--- config.mk ---
export PLATFORM = sky130hd
export DESIGN_NAME = ray_step_accumulator
export DESIGN_NICKNAME = d
export VERILOG_FILES = /design/src/rtl/fixed_point_pkg.sv /design/src/rtl/vector_pkg.sv /design/src/rtl/fixed_point_add.sv /design/src/rtl/vector_add.sv /design/src/rtl/ray_step_accumulator.sv
export SDC_FILE = /design/constraint.sdc
export NUM_CORES = 1
export LEC_CHECK = 0
export CAP_MARGIN = 10
export CORE_UTILIZATION = 25
export CTS_BUF_LIST = sky130_fd_sc_hd__clkbuf_8
export DETAILED_ROUTE_END_ITERATION = 16
export PLACE_DENSITY = 0.48
export SETUP_SLACK_MARGIN = 0.3
export SLEW_MARGIN = 10
export SYNTH_ARGS = -nofsm -noshare
export SYNTH_HDL_FRONTEND = slang
export SYNTH_HIERARCHICAL = 1
export SYNTH_SLANG_ARGS = --single-unit
export TNS_END_PERCENT = 5
--- constraint.sdc ---
create_clock -name clk -period 8.2 [get_ports clk]
set_clock_uncertainty 0.05 [all_clocks]
set_input_delay 1.64 -clock clk [delete_from_list [all_inputs] [get_ports clk]]
set_output_delay 1.64 -clock clk [all_outputs]
set_load 0.05 [all_outputs]
--- src/rtl/fixed_point_pkg.sv ---
// Q16.16 signed fixed-point format shared by the vector_math datapath.
package fixed_point;

    localparam int FP_W    = 32;
    localparam int FP_FRAC = 16;

    typedef logic signed [FP_W-1:0] fixed_point_t;

endpackage

--- src/rtl/vector_pkg.sv ---
// Three-axis vector of fixed-point values used across vector_math.
package vector;

    typedef struct packed {
        fixed_point::fixed_point_t x;
        fixed_point::fixed_point_t y;
        fixed_point::fixed_point_t z;
    } vector_t;

endpackage

--- src/rtl/fixed_point_add.sv ---
// Wrapping fixed-point adder with signed-overflow detect.
module fixed_point_add
    import fixed_point::*;
(
    input  fixed_point_t a,
    input  fixed_point_t b,
    output fixed_point_t sum,
    output logic         overflow
);

    assign sum = a + b;

    // Overflow when both operands share a sign the result does not.
    assign overflow = (a[FP_W-1] == b[FP_W-1]) &&
                      (sum[FP_W-1] != a[FP_W-1]);

endmodule

--- src/rtl/vector_add.sv ---
// Per-axis vector add; overflow is the OR of the three axes.
module vector_add
    import vector::*;
(
    input  vector_t a,
    input  vector_t b,
    output vector_t sum,
    output logic    overflow
);

    logic ovf_x;
    logic ovf_y;
    logic ovf_z;

    fixed_point_add u_add_x (
        .a        (a.x),
        .b        (b.x),
        .sum      (sum.x),
        .overflow (ovf_x)
    );

    fixed_point_add u_add_y (
        .a        (a.y),
        .b        (b.y),
        .sum      (sum.y),
        .overflow (ovf_y)
    );

    fixed_point_add u_add_z (
        .a        (a.z),
        .b        (b.z),
        .sum      (sum.z),
        .overflow (ovf_z)
    );

    assign overflow = ovf_x | ovf_y | ovf_z;

endmodule

--- src/rtl/ray_step_accumulator.sv ---
// Emits origin + k*step for k = 0..num_steps-1, one point per cycle.
module ray_step_accumulator
    import vector::*;
#(
    parameter int CNT_W = 8
) (
    input  logic             clk,
    input  logic             rst,
    input  logic             start_valid,
    output logic             start_ready,
    input  vector_t          origin,
    input  vector_t          step,
    input  logic             step_overflow,
    input  logic [CNT_W-1:0] num_steps,
    output logic             out_valid,
    input  logic             out_ready,
    output vector_t          out_point,
    output logic [CNT_W-1:0] out_index,
    output logic             out_last,
    output logic             out_overflow,
    output logic             busy
);

    typedef enum logic {
        IDLE,
        EMIT
    } state_t;

    state_t           state;
    state_t           state_nxt;
    vector_t          step_q;
    vector_t          add_sum;
    logic [CNT_W-1:0] num_steps_q;
    logic             add_overflow;
    logic             start_fire;
    logic             out_fire;

    vector_add u_vector_add (
        .a        (out_point),
        .b        (step_q),
        .sum      (add_sum),
        .overflow (add_overflow)
    );

    always_ff @(posedge clk or posedge rst) begin
        if (rst) begin
            state <= IDLE;
        end else begin
            state <= state_nxt;
        end
    end

    always_comb begin
        state_nxt   = state;
        start_ready = 1'b0;
        out_valid   = 1'b0;
        out_last    = 1'b0;
        busy        = 1'b0;
        start_fire  = 1'b0;
        out_fire    = 1'b0;
        unique case (state)
            IDLE: begin
                start_ready = 1'b1;
                start_fire  = start_valid;
                // A zero-length job is latched but never leaves IDLE.
                if (start_valid && (num_steps != '0)) begin
                    state_nxt = EMIT;
                end
            end
            EMIT: begin
                out_valid = 1'b1;
                busy      = 1'b1;
                out_last  = (out_index == num_steps_q - CNT_W'(1));
                out_fire  = out_ready;
                if (out_ready && out_last) begin
                    state_nxt = IDLE;
                end
            end
            default: begin
                state_nxt = IDLE;
            end
        endcase
    end

    always_ff @(posedge clk or posedge rst) begin
        if (rst) begin
            step_q       <= '0;
            num_steps_q  <= '0;
            out_point    <= '0;
            out_index    <= '0;
            out_overflow <= 1'b0;
        end else if (start_fire) begin
            step_q       <= step;
            num_steps_q  <= num_steps;
            out_point    <= origin;
            out_index    <= '0;
            out_overflow <= step_overflow;
        end else if (out_fire && !out_last) begin
            out_point    <= add_sum;
            out_index    <= out_index + CNT_W'(1);
            out_overflow <= out_overflow | add_overflow;
        end
    end

endmodule
==> qor.json <==
{
  "clock_tree": {
    "clock_transition_time_at_the_flip_flop_clock_pins_of_the_worst_setup_and_hold_paths_ns": 0.06,
    "cts_inserted_buffers": 47,
    "cts-htree-levels": 2,
    "cts.repair_timing.setup_buffer_count": 0,
    "insertion_delay_ns": 0.62,
    "cts_max_path_buffers": 3,
    "hold_buffers": 0,
    "clockRootBuffer": "clkbuf_8",
    "cts_resized": 0,
    "cts_tree": "yes",
    "clock_sinks": 210
  },
  "final_layout": {
    "antenna-diode-count": 0,
    "finish.net_count": 2497,
    "layout_cells_sized_above_1_pct": 10.2,
    "n_fill_cell": 6694,
    "final_area_sq_um": 20900,
    "areaGrowthSynthToFinish_pct": 28.9
  },
  "logic_synthesis": {
    "yosysSeqAreaShare_pct": 32.4,
    "cells_after_synthesis": 1949,
    "synthDominantCellAreaShare_pct": 32.4,
    "synth.avg_cell_area_sq_um": 8.32,
    "synth-compound-area-share_pct": 27.1,
    "synthAdderAreaFrac_pct": 7.70,
    "synth-warning-count": 6,
    "yosys_most_used_dff": "dfrtp_1",
    "synthXorXnorAreaFrac_pct": 5.24,
    "yosys-top-cells-area": "dfrtp_1, nand2_1, ha_1, o221a_2, o21ai_0",
    "synth_largest_area_cell": "dfrtp_1",
    "synth_enable_flop_cells": 0,
    "synth_area_sq_um": 16200,
    "synth_most_common_cell": "nand2_1",
    "synthesis.nets": 2252,
    "commonest_cells_in_the_netlist": "nand2_1, dfrtp_1, o21ai_0",
    "synth_top_family_by_area": "compound AO/OA/AOI/OAI gates",
    "yosys.area_share.simple_pct": 20.4,
    "yosys-mux-area-fraction_pct": 2.59,
    "synth-async-reset-ratio_pct": 100,
    "netlist-cell-type-count": 77,
    "ys_ff_latch": 210
  },
  "place": {
    "gp_congestion": 0.834,
    "hpwlAfterDp_microns": 40800,
    "pre_cts_slack_ns": 3.39,
    "io_buffer_count": 313,
    "post_dp_cell_area_sq_um": 19900
  },
  "worst_setup_path": {
    "required_ns": 6.51,
    "nature_of_the_critical_path_endpoint": "output port",
    "critical_path_arrival_ns": 3.70,
    "reg2reg_to": "out_overflow",
    "ff2ff_setup_slack_ns": 4.39,
    "cp-start-kind": "flop",
    "path_class": "flop to output port",
    "critical_path.slowest_cell": "clkdlybuf4s50_1",
    "worstRegToRegCells": 10,
    "worst_path_largest_cell_delay_ns": 0.89,
    "reg2reg_from": "num_steps_q[0]",
    "critical_path.max_fanout": 26,
    "cp_cell_sequence": "inv_1 -> ha_1 -> nor2b_1 -> or3_1 -> a311oi_4 -> buf_4 -> and3_1 -> clkdlybuf4s50_1"
  },
  "hold_path": {
    "hold_path_depth": 2,
    "worstHoldEndpoint": "step_q[0]",
    "hold_path_startpoint": "step_q[0]",
    "hold_path.class": "flop to flop"
  },
  "sta": {
    "totalNegativeSetupSlack_ns": 0,
    "post-route-min-period_ns": 5.39,
    "setup-violations-final": 0,
    "max_freq_ghz": 0.185,
    "tightest_slew_ns": 1.30,
    "finalCritPeriodShare_pct": 65.8,
    "grt_setup_unrepaired": "no",
    "max_slew_margin_pct": 13.6,
    "final_hold_viol_count": 0,
    "final-max-slew-violation-count": 0,
    "setup_slack_of_the_critical_path_after_layout_ns": 2.81
  },
  "routing": {
    "wl_microns": 58800,
    "detailed_route_vias_per_instance": 5.09,
    "drc": 0,
    "drt-pass1-iter-count": 7,
    "average_wire_per_standard_cell_microns": 19.1,
    "drt.antenna.violating_nets": 0,
    "initialDrtViolationCount": 800,
    "dr_total_vias": 15700
  },
  "floorplanning": {
    "initial_core_util_pct": 25.5,
    "die_y_microns": 257,
    "core_area_sq_um": 63500,
    "rows": 92,
    "dieArea_sq_um": 65900,
    "die_w_microns": 257,
    "boundaryPins": 314
  },
  "global_routing": {
    "grt_remaining_overflow": 0,
    "grt.total_usage_pct": 17.3,
    "maximum_number_of_pins_on_one_net_before_global_route_repair": 91,
    "global_route_wire_length_before_repair_microns": 91500,
    "antenna_found_initial": 5,
    "via_count_of_the_first_global_routing_pass": 16000
  },
  "outcome": {
    "run_status": "complete, no violations"
  },
  "run": {
    "drv.max_cap_violation_count": 0
  }
}
[layout make-up]
| type | count | area (sq um) | area share, % |
|---|---|---|---|
| Clock buffer | 55 | 757 | 3.62 |
| Clock inverter | 30 | 216 | 1.04 |
| Inverter | 24 | 97.6 | 0.467 |
| Multi-Input combinational cell | 1583 | 10300 | 49.2 |
| Sequential cell | 210 | 5260 | 25.2 |
| Tap cell | 846 | 1060 | 5.07 |
| Timing Repair Buffer | 328 | 3240 | 15.5 |
[metal layers]
| metal | part of all wire, % | track usage (%) | vias to the layer above |
|---|---|---|---|
| li1 | - | - | 7610 |
| met1 | 46 | 23.2 | 7521 |
| met2 | 45 | 27.3 | 443 |
| met3 | 6.2 | 4.20 | 89 |
| met4 | 2.4 | 5.29 | 8 |
| met5 | 0.078 | 0 | - |
[how the worst max path moves through the flow]
stage	depth (start not counted)	slack, ns	end	startpoint
after floorplan	1	0.77	num_steps_q[0]	rst
after global placement	7	3.43	out_point[59]	out_ready
after detailed placement	7	3.39	out_point[66]	out_ready
after CTS	8	2.72	out_last	num_steps_q[0]
after global routing	8	2.62	out_last	num_steps_q[0]
final	8	2.81	out_last	num_steps_q[0]
[state kept, by name, summed over array words and instances (netlist names)]
register      cells
out_index         8
step_q           96
state             1
num_steps_q       8
out_point        96
out_overflow      1
[cells in the final DEF, fill, tap and decap left out, drive strengths merged, types with 5 or more instances in the layout]
cell and count:
a21o 59, or3 11, o211ai 11, o221a 96
o22ai 34, nand3 29, nor3 72, o21bai 13
o31ai 5, a21oi 109, or3b 5, o311ai 5
clkdlybuf4s50 311, nor2b 7, clkbuf 55, xnor2 64
and2 11, and3 13, o21a 16, mux2i 42
nand2 445, nor3b 34, a31oi 17, o21ai 201
ha 95, xor2 33, dfrtp 210, nor4 8
a211oi 18, inv 37, buf 17, nand2b 9
nor2 47, clkinv 11, nand4 22
[through the flow]
step	std cells	utilization, %	hold WS [ns]
2_1_floorplan	1949	-	0.400
3_3_place_gp	2991	31.4	0.417
3_5_place_dp	2991	31.4	0.423
4_1_cts	3076	32.9	0.440
5_1_grt	3076	32.9	0.467
6_report	3076	32.9	0.433
[worst max-delay path, delay by kind of cell (launching register included)]
family	cells	cell delay [ns]
AOI/OAI and AO/OA	1	0.29
adders and majority gates	1	0.26
and+or+nand+nor	3	0.76
buffers and inverters	3	1.36
DFF	1	0.42
[cell families (layout without fill, tap and decap cells)]
family,Yosys count,after routing
multiplexers,42,42
flip-flops,210,210
buffers and inverters,156,437
adder cells (fa/ha/maj),98,98
AO/OA/AOI/OAI,619,619
XOR/XNOR,97,97
AND/OR/NAND/NOR,727,727
Power is left out: the tool's default activity adds up to more than one toggle a clock period on the data nets, which glitch-free logic cannot reach.
